==> src/rtl/pc_ras_unit.sv <==
// rtl/pc_ras_unit.sv - fetch-stage next-PC selector with circular return-address stack
// Priority: redirect > return (RAS) > register jump > absolute jump > branch > sequential.
module pc_ras_unit #(
  parameter int          ADDR_W          = 32,
  parameter logic [31:0] RESET_PC        = 32'h0000_0000,
  parameter int          BIMM_W          = 16,
  parameter int          JIMM_W          = 26,
  parameter int          RAS_DEPTH       = 8,
  parameter int          BR_REL_NPC      = 0,
  parameter int          JUMP_KEEP_UPPER = 0
) (
  input  logic                         CLK,
  input  logic                         RST,
  input  logic                         advance,
  input  logic                         stall,
  input  logic                         redirect,
  input  logic [ADDR_W-1:0]            redirect_addr,
  input  logic                         Branch,
  input  logic [BIMM_W-1:0]            bimm,
  input  logic                         Jump,
  input  logic [JIMM_W-1:0]            jimm,
  input  logic                         Link,
  input  logic                         JR,
  input  logic                         Ret,
  input  logic [ADDR_W-1:0]            jraddr,
  input  logic                         ras_flush,
  output logic [ADDR_W-1:0]            pcaddr,
  output logic [ADDR_W-1:0]            npc,
  output logic [ADDR_W-1:0]            ras_top,
  output logic [$clog2(RAS_DEPTH):0]   ras_count,
  output logic                         ras_empty,
  output logic                         ras_full,
  output logic                         ras_overflow
);

  localparam int PW = $clog2(RAS_DEPTH);
  localparam int CW = PW + 1;
  localparam logic [PW-1:0]     PTR_ONE    = PW'(1);
  localparam logic [CW-1:0]     CNT_ONE    = CW'(1);
  localparam logic [CW-1:0]     CNT_MAX    = CW'(RAS_DEPTH);
  localparam logic [ADDR_W-1:0] UPPER_MASK = {ADDR_W{1'b1}} << (JIMM_W + 2);

  logic [ADDR_W-1:0] r_pc;
  logic [PW-1:0]     r_sp;
  logic [CW-1:0]     r_cnt;
  logic              r_ovf;
  logic [ADDR_W-1:0] r_ras [RAS_DEPTH];

  logic              w_upd, w_empty, w_full, w_pop, w_push;
  logic [PW-1:0]     w_top_idx;
  logic [ADDR_W-1:0] w_npc, w_ras_top, w_br_base, w_br_off, w_br_tgt;
  logic [ADDR_W-1:0] w_jmp_low, w_jmp_tgt, w_next_pc;

  assign w_upd     = advance & ~stall;
  assign w_empty   = (r_cnt == '0);
  assign w_full    = (r_cnt == CNT_MAX);
  assign w_top_idx = r_sp - PTR_ONE;
  assign w_ras_top = w_empty ? '0 : r_ras[w_top_idx];
  assign w_npc     = r_pc + ADDR_W'(4);

  // RAS side effects are suppressed by redirect; the PC still follows redirect_addr.
  assign w_pop  = w_upd & ~redirect & JR & Ret & ~w_empty;
  assign w_push = w_upd & ~redirect & Link & (Jump | JR);

  assign w_br_base = (BR_REL_NPC != 0) ? w_npc : r_pc;
  assign w_br_off  = ADDR_W'($signed(bimm));
  assign w_br_tgt  = w_br_base + (w_br_off << 2);

  assign w_jmp_low = ADDR_W'({jimm, 2'b00});
  assign w_jmp_tgt = (JUMP_KEEP_UPPER != 0) ? ((w_npc & UPPER_MASK) | w_jmp_low) : w_jmp_low;

  always_comb begin
    w_next_pc = w_npc;
    if (redirect)                   w_next_pc = redirect_addr;
    else if (JR && Ret && !w_empty) w_next_pc = w_ras_top;
    else if (JR)                    w_next_pc = jraddr;
    else if (Jump)                  w_next_pc = w_jmp_tgt;
    else if (Branch)                w_next_pc = w_br_tgt;
  end

  always_ff @(posedge CLK or posedge RST) begin
    if (RST) begin
      r_pc <= ADDR_W'(RESET_PC);
    end else if (w_upd) begin
      r_pc <= w_next_pc;
    end
  end

  // Simultaneous push and pop collapse into an in-place replacement of the top entry.
  always_ff @(posedge CLK or posedge RST) begin
    if (RST) begin
      r_sp  <= '0;
      r_cnt <= '0;
      r_ovf <= 1'b0;
      for (int i = 0; i < RAS_DEPTH; i++) r_ras[i] <= '0;
    end else if (ras_flush) begin
      r_sp  <= '0;
      r_cnt <= '0;
      r_ovf <= 1'b0;
    end else if (w_push && w_pop) begin
      r_ras[w_top_idx] <= w_npc;
    end else if (w_push) begin
      r_ras[r_sp] <= w_npc;
      r_sp        <= r_sp + PTR_ONE;
      if (w_full) r_ovf <= 1'b1;
      else        r_cnt <= r_cnt + CNT_ONE;
    end else if (w_pop) begin
      r_sp  <= w_top_idx;
      r_cnt <= r_cnt - CNT_ONE;
    end
  end

  assign pcaddr       = r_pc;
  assign npc          = w_npc;
  assign ras_top      = w_ras_top;
  assign ras_count    = r_cnt;
  assign ras_empty    = w_empty;
  assign ras_full     = w_full;
  assign ras_overflow = r_ovf;

endmodule

==> config.mk <==
export PLATFORM = sky130hd
export DESIGN_NAME = pc_ras_unit
export DESIGN_NICKNAME = d
export VERILOG_FILES = /design/src/rtl/pc_ras_unit.sv
export SDC_FILE = /design/constraint.sdc
export NUM_CORES = 1
export LEC_CHECK = 0
export CAP_MARGIN = 20
export CORE_MARGIN = 5
export CORE_UTILIZATION = 40
export CTS_CLUSTER_SIZE = 30
export DETAILED_ROUTE_END_ITERATION = 6
export MAX_ROUTING_LAYER = met4
export PLACE_DENSITY = 0.58
export SYNTH_ARGS = -nofsm -noshare
export SYNTH_HDL_FRONTEND = slang
export SYNTH_SLANG_ARGS = --single-unit
==> constraint.sdc <==
create_clock -name CLK -period 12.7 [get_ports CLK]
set_input_delay 1.27 -clock CLK [delete_from_list [all_inputs] [get_ports CLK]]
set_output_delay 1.27 -clock CLK [all_outputs]
set_load 0.02 [all_outputs]
==> impl_results.md, run 1 <==
* Status: finished, violations left
* Failing checks: DRC
* Pwr per Cell Area at 137.2 nW/um^2
* Hold Buf Count CTS at 0
* Register area at 7408 sq um
* Yosys top cell area share at 0.4523
* Initial antenna violation count at 0
* Crit share post-route at 0.5211
* TritonCTS clock tree: done
* ANT cells at 0
* IO Pins at 220
* Setup Slack @ Placement at 6673 ps
* Commonest non-fill, non-tap cells in the layout: dfrtp_1 (295), nand2_1 (279), a21oi_1 (227), clkdlybuf4s50_1 (218), nor2_1 (204)
* Arrival @ worst endpoint at 5350 ps
* Yosys reg bits at 296
* Remaining DRCs at 16
* Final Max Tran Viols at 0
* CTS Buf Count at 35
* Seq pwr share at 0.390
* Yosys cell types at 73
* Fmax at 0.1511 GHz
* Most common cell after layout, fill and taps aside: dfrtp_1
* CP max stage cell: a311oi_1
* H-Tree Depth at 2
* Cell mode on critical path: buf_4
* Sequential share of the synthesized area at 0.4523
* Layout Skew at 23.26 ps
* Comb power frac at 0.242
* Site Rows at 74
* Worst-path fanout max at 50
* Setup ws final at 6082 ps
* Cells after Synth at 1902
* RSZ-0062 raised after global routing: false
* Critical Path RT at 11430 ps
* Slowest Stage Delay on Critical Path at 680 ps
* Chip width at 212.4 um
* Crit path cell chain: buf_4 -> clkinv_1 -> buf_4 -> ha_1 -> xnor2_2 -> buf_4 -> nor2_2 -> a21oi_1 -> o22ai_1 -> a311oi_1 -> nor2_1 -> clkdlybuf4s50_1
* Skew-Pair Late Insertion Delay at 550 ps
* CP endpoint kind: output port
* Post-synth EDFFs at 0
* P&R area growth vs syn at 24.12%
* VDD IR max at 0.1227 mV
* RePlAce Congestion at 0.9703
* Layout cells sized above 1 at 0.08441
* Setup bufs post-CTS at 0
* Final std cells w/o fill at 2629
* Dpl cells at 2564
* Area leader, netlist: dfrtp_1
* Routed WL at 63950 um
* Worst path bufs/invs at 5
* Max-Cap Viols at 0
* Final setup vio count at 0
* I/O Buffers at 219
* Vias in the first global route at 14920
* Net Sw Power at 0.9171 mW
* Core Area at 40650 sq um
* Design Area, Final at 20330 sq um
* TNS Setup at 0 ps
* GRT Overall Usage at 0.2859
* Final hold slack at 478.5 ps
* Area of the multi-input gates at 8330 sq um
* Final Hold Violating Endpoints at 0
* Asr flop ratio synth at 1.000
* Clock share of power at 0.367
* Fillers at 3900
* Main flop type after synthesis: dfrtp_1
* Layout Nets at 2226
* Largest net degree at the start of global routing at 170
* Top delay family on crit path: buffers and inverters
* Clock buffer depth at 3
* Hold crit path type: reg2reg
* First drt pass iteration count at 7
* Post-synth net total at 2055
* Post-layout min period at 6618 ps
* Number of vias in the routed layout at 15350
* Post-cts resize count at 0
* Vias per cell at 5.837
* First-pass GRT wire length at 95200 um
* Synth area leaders: dfrtp_1 (45%), a21oi_1 (6.9%), nand2_1 (6.4%)
* Die area at 45090 sq um
* Net Sw Frac at 0.3289
* Grt ovf at 0
* Max-Slew Margin vs Limit at 0.2668
* Area after DPL at 19120 sq um
* Clock Sink Count at 296
* CTS Root Cell: clkbuf_16
* Worst setup path class: reg2out
* Final Util at 0.5001
* DP HPWL at 45180 um
* Die height at 212.4 um
* Iter 0 DRT Violations at 1588
* Synth warn at 0
* Pwr Total at 2.789 mW
* ANT nets after route at 0
* Pleak at 8.644 nW
* Clk pin slew, worst setup/hold paths at 60 ps
* Setup crit start kind: register
* Post-Syn Area at 16380 sq um
* Pint at 1.871 mW
* Initial core utilization at 0.4029
* WL per Instance at 24.32 um
* Actual slew at the worst max-slew pin at 1094 ps
* Syn_area_per_cell at 8.611 sq um
-- worst reg2reg max path, cell delays in order (launching register included) --
cell and delay [ps]:
dfrtp_2 340, buf_4 490, clkinv_1 200, buf_4 280
ha_1 380, xnor2_2 400, buf_4 640, nor3_2 380
o21ai_4 690, buf_4 540, mux2_2 400
-- per-layer routing --
layer	up-vias	GRT usage	wire [um]
met5	-	-	0
met4	0	0.09402	2150
met3	116	0.04530	4221
met2	598	0.4397	29750
met1	7535	0.3903	27830
li1	7097	-	-
-- synthesized netlist by cell type (19+ instances only) --
cell type,number
xor2_1,34
a22oi_1,36
a21oi_1,227
ha_1,34
o21ai_0,201
inv_1,47
xnor2_1,24
nand2_1,281
clkbuf_1,94
buf_2,29
mux2i_1,26
dfrtp_1,296
a211oi_1,21
nor2_1,207
nand3_1,28
a221oi_1,19
mux2_2,30
-- area by class of cell --
type | instances | share of cell area
Clock inverter | 10 | 0.007448
Tap cell | 532 | 0.03274
Timing Repair Buffer | 266 | 0.1259
Clock buffer | 51 | 0.04998
Inverter | 50 | 0.009663
Sequential cell | 296 | 0.3644
Multi-Input combinational cell | 1424 | 0.4098
-- registers in the layout, summed over array words and instances, names as in the netlist --
signal,count
r_ras,256
pcaddr,32
ras_overflow,1
ras_count,4
r_sp,3
-- power groups by stage --
stage	logic [mW]	registers, mW	clock network [mW]
finish	0.676	1.09	1.02
global route	0.730	1.10	1.08
CTS	0.671	1.09	1.04
detailed placement	0.667	1.10	0
global placement	0.664	1.10	0
floorplan	0.374	1.09	0
-- cells by family (layout without fill, tap and decap cells) --
kind of cell	count (synthesis)	after routing	synth area share
AOI/OAI and AO/OA	651	651	0.2402
xor gates and xnor gates	59	59	0.03201
adders and majority gates	36	36	0.02842
buffers and inverters	182	377	0.04500
DFF	296	296	0.4523
muxes	59	59	0.04064
and+or+nand+nor	619	619	0.1615
-- worst paths after layout --
kind	start	to	slack [ps]	cells after the start
setup reg to reg	r_sp[0]	r_ras[33]	7870	10
max in group asynchronous	RST	pcaddr[4]	9880	3
hold reg to reg	r_ras[136]	r_ras[136]	480	2
setup / recovery	r_sp[0]	ras_top[19]	6080	12
hold / removal	r_ras[136]	r_ras[136]	480	2
min in group asynchronous	RST	r_ras[124]	1360	2
(Power assumes the default switching activity.)
==> run 2, diff against run 1 <==
Clock period 12.7 ns to 6.4 ns, I/O delays scaled along.
==> run 2 against run 1 <==
Net effect: the flow now finishes without violations; power increased by 97%; cell area increased by 0.13%; critical endpoint is now ras_top[30]; combinational power increased by 98%; critical path depth decreased by 4; worst hold slack got worse by 33 ps; clock power increased by 94%; global-route usage increased by 0.75 points; first-iteration DRC count decreased by 1.7%; sequential share of layout area about the same; largest cell class unchanged.
==> impl_results.md, run 2 (synthesis results as in run 1) <==
* Actual slew at the worst max-slew pin at 1173 ps
* Largest net degree at the start of global routing at 185
* CP endpoint kind: output port
* IO Pins at 220
* Area of the multi-input gates at 8328 sq um
* TNS Setup at 0 ps
* Area after DPL at 19210 sq um
* H-Tree Depth at 2
* Skew-Pair Late Insertion Delay at 520 ps
* Status: completed
* Layout Skew at 16.12 ps
* P&R area growth vs syn at 24.28%
* Most common cell after layout, fill and taps aside: dfrtp_1
* VDD IR max at 0.2277 mV
* RSZ-0062 raised after global routing: false
* Post-Route M1 WL at 28460 um
* First-pass GRT wire length at 97270 um
* Worst-path fanout max at 22
* Chip width at 212.4 um
* Max-Cap Viols at 0
* First drt pass iteration count at 6
* Setup crit start kind: register
* Die height at 212.4 um
* Max-Slew Margin vs Limit at 0.2157
* Worst setup path class: reg2out
* Grt ovf at 0
* Final Hold Violating Endpoints at 0
* Clock Sink Count at 296
* Setup Slack @ Placement at 1551 ps
* Register area at 7408 sq um
* Initial antenna violation count at 1
* Met2 WL at 30330 um
* Final std cells w/o fill at 2637
* Top layer in use: met4
* Commonest non-fill, non-tap cells in the layout: dfrtp_1 (295), nand2_1 (279), a21oi_1 (227), clkdlybuf4s50_1 (218), nor2_1 (205)
* Pwr per Cell Area at 269.7 nW/um^2
* Die area at 45090 sq um
* Crit share post-route at 0.8513
* Pleak at 8.671 nW
* RePlAce Congestion at 0.9845
* Initial core utilization at 0.4029
* Number of vias in the routed layout at 15410
* Post-cts resize count at 0
* Largest register FFs at 256
* Routed WL at 65920 um
* GRT Overall Usage at 0.2933
* Arrival @ worst endpoint at 4810 ps
* Setup bufs post-CTS at 0
* Vias per cell at 5.845
* I/O Buffers at 219
* Hold crit path type: in2async
* CTS Root Cell: clkbuf_16
* Remaining DRCs at 0
* Fillers at 3872
* Design Area, Final at 20350 sq um
* Layout Nets at 2235
* Final Max Tran Viols at 0
* Final setup vio count at 0
* Fmax at 0.1836 GHz
* Layout cells sized above 1 at 0.08797
* WL per Instance at 25.00 um
* R2r worst-path depth at 11
* Dpl cells at 2577
* DP HPWL at 46470 um
* Clk pin slew, worst setup/hold paths at 60 ps
* Iter 0 DRT Violations at 1561
* Hold Buf Count CTS at 0
* Vias in the first global route at 15060
* Top reg by flops: r_ras
* ANT nets after route at 0
* CTS Buf Count at 34
* Met3 wire len at 4676 um
* Critical Path RT at 5760 ps
* Core Area at 40650 sq um
* Clock buffer depth at 3
* Post-layout min period at 5448 ps
* Setup ws final at 952.0 ps
* TritonCTS clock tree: done
* Site Rows at 74
run 2: worst max-delay path: stages, from the launching register on:
cell	delay, ps
dfrtp_1	440
inv_1	130
ha_1	900
nand2_1	680
nor2_1	830
a22oi_1	140
o211ai_1	230
nor2b_1	280
clkdlybuf4s50_1	650
run 2: per-stage QoR:
stage,hold WS (ps),power [mW],util
floorplan,444.4,2.915,-
global placement,457.8,3.512,0.4725
detailed placement,469.0,3.519,0.4727
CTS,447.5,5.505,0.5000
global route,476.2,5.718,0.5007
finish,445.1,5.490,0.5008
run 2: layer usage:
metal | vias up | track usage
met5 | - | -
met4 | 0 | 0.1044
met3 | 122 | 0.04958
met2 | 622 | 0.4471
met1 | 7539 | 0.3986
li1 | 7131 | -
run 2: worst paths after layout:
path	from	slack, ps	end
worst max register to register	r_sp[1]	2030	pcaddr[25]
max in group asynchronous	RST	4570	r_ras[137]
worst max-delay path	r_sp[1]	950	ras_top[30]
worst min-delay path	RST	450	r_ras[85]
min in group CLK	r_ras[2]	480	r_ras[2]
worst min register to register	r_ras[2]	480	r_ras[2]
run 2: layout make-up:
| class | count | area share |
|---|---|---|
| clock inverters | 12 | 0.007069 |
| flip-flops and latches | 296 | 0.3640 |
| clock buffers | 45 | 0.04733 |
| multi-input cells | 1424 | 0.4091 |
| repair buffers | 276 | 0.1301 |
| well taps | 532 | 0.03270 |
| inverters | 50 | 0.009466 |
| diodes | 2 | 0.0002459 |
run 2: where the power goes:
group          internal (mW)  switching, mW
Combinational          0.511          0.833
Sequential              2.01          0.153
Clock                   1.18          0.806
Total                   3.70           1.79
==> run 3, diff against run 2 <==
Settings changed: CTS_CLUSTER_DIAMETER from default to 150.
==> run 3 against run 2 <==
Net effect: sequential share of layout area rose by 1.4 points; non-clock buffer count rose by 1; utilization fell by 1.8 points; clock skew rose by 20 ps; power fell by 18%.
==> impl_results.md, run 3 (synthesis results as in run 1) <==
* Status: completed
* Most common cell after layout, fill and taps aside: dfrtp_1
* Worst-path fanout max at 22
* Post-layout min period at 5489 ps
* Critical Path Start: r_sp[1]
* Number of vias in the routed layout at 15350
* Final Hold Violating Endpoints at 0
* Arrival @ worst endpoint at 4850 ps
* Vias per cell at 5.911
* P&R area growth vs syn at 19.70%
* First-pass GRT wire length at 96500 um
* RePlAce Congestion at 0.9845
* Core Area at 40650 sq um
* Routed WL at 65000 um
* Crit share post-route at 0.8577
* CTS Buf Count at 13
* Post-cts resize count at 0
* Fillers at 3955
* VDD IR max at 0.1407 mV
* Iter 0 DRT Violations at 1516
* GRT Overall Usage at 0.2887
* WL per Instance at 25.04 um
* Grt ovf at 0
* CTS Root Cell: clkbuf_16
* Hold Buf Count CTS at 0
* Flop2flop setup slack at 2010 ps
* Commonest non-fill, non-tap cells in the layout: dfrtp_1 (295), nand2_1 (279), a21oi_1 (227), clkdlybuf4s50_1 (218), nor2_1 (205)
* Pleak at 8.306 nW
* R2r worst-path depth at 11
* Register area at 7408 sq um
* Setup bufs post-CTS at 0
* Layout Nets at 2215
* Die height at 212.4 um
* Clock Sink Count at 296
* Layout cells sized above 1 at 0.07219
* Hold crit path type: in2async
* First drt pass iteration count at 7
* Worst r2r src: r_sp[1]
* Site Rows at 74
* CP endpoint kind: output port
* IO Pins at 220
* Critical Path RT at 5760 ps
* Worst setup path class: reg2out
* Max-Slew Margin vs Limit at 0.2086
* ANT nets after route at 0
* DP HPWL at 46470 um
* Actual slew at the worst max-slew pin at 1183 ps
* ANT cells at 0
* Initial antenna violation count at 0
* Largest register FFs at 256
* Final setup vio count at 0
* TritonCTS clock tree: done
* Pwr Total at 4.505 mW
* RSZ-0062 raised after global routing: false
* Pwr per Cell Area at 229.8 nW/um^2
* Vias in the first global route at 14800
* I/O Buffers at 219
* Remaining DRCs at 0
* Clock buffer depth at 3
* Max-Cap Viols at 0
* Final Max Tran Viols at 0
* Reg-to-reg endpoint: pcaddr[25]
* Area of the multi-input gates at 8328 sq um
* Layout Skew at 36.44 ps
* Die area at 45090 sq um
* Skew-Pair Late Insertion Delay at 520 ps
* H-Tree Depth at 1
* Top reg by flops: r_ras
* Clk pin slew, worst setup/hold paths at 130 ps
* TNS Setup at 0 ps
* Largest net degree at the start of global routing at 185
* Initial core utilization at 0.4029
* Chip width at 212.4 um
* Setup crit start kind: register
* Fmax at 0.1822 GHz
[run 3: cell types whose count changed in the layout (fill, tap and decap cells not counted), sizes merged]
cell      previous run  this run
diode                2         0
clkbuf              45        16
bufinv               3         0
clkinvlp             3         1
clkinv               9         3
buf                 58        59
[run 3: how the worst max path moves through the flow]
stage	cells after the start	slack [ps]	to
after CTS	8	980	ras_top[30]
final	8	910	ras_top[30]
after detailed placement	8	1550	ras_top[30]
after global placement	8	1580	ras_top[30]
after global routing	8	760	ras_top[30]
after floorplan	1	1830	pcaddr[0]
[run 3: power by group]
part / total [mW] / internal, mW / switching, mW
Sequential: 2.16 / 2.01 / 0.152
Combinational: 1.35 / 0.513 / 0.832
Clock: 1.00 / 0.392 / 0.610
[run 3: through the flow]
stage / hold slack (ps) / std cells / cell area (sq um) / utilization / setup slack, ps
6_report: 460.5 / 2596 / 19610 / 0.4823 / 910.7
3_5_place_dp: 469.0 / 2577 / 19210 / 0.4727 / 1551
2_1_floorplan: 444.4 / 1902 / 16380 / - / 1829
5_1_grt: 476.4 / 2596 / 19610 / 0.4823 / 759.8
3_3_place_gp: 457.8 / 2576 / 19210 / 0.4725 / 1584
4_1_cts: 455.2 / 2594 / 19570 / 0.4815 / 979.0
[run 3: routing by layer]
metal | up-vias | track usage | part of all wire
li1 | 7057 | - | -
met1 | 7578 | 0.4052 | 0.44
met2 | 619 | 0.4487 | 0.47
met3 | 92 | 0.03335 | 0.063
met4 | 0 | 0.07879 | 0.029
met5 | - | - | 0
[run 3: final cells by class]
type	instances	share of cell area
Sequential cell	296	0.3779
Inverter	50	0.009828
Multi-Input combinational cell	1424	0.4248
Clock buffer	16	0.01768
Timing Repair Buffer	277	0.1354
Tap cell	532	0.03395
Clock inverter	1	0.0004467
[run 3: worst max-delay path: stages, from the launching register on]
cell and delay (ps):
dfrtp_1 460, inv_1 120, ha_1 910, nand2_1 690, nor2_1 830, a22oi_1 150
o211ai_1 240, nor2b_1 280, clkdlybuf4s50_1 650
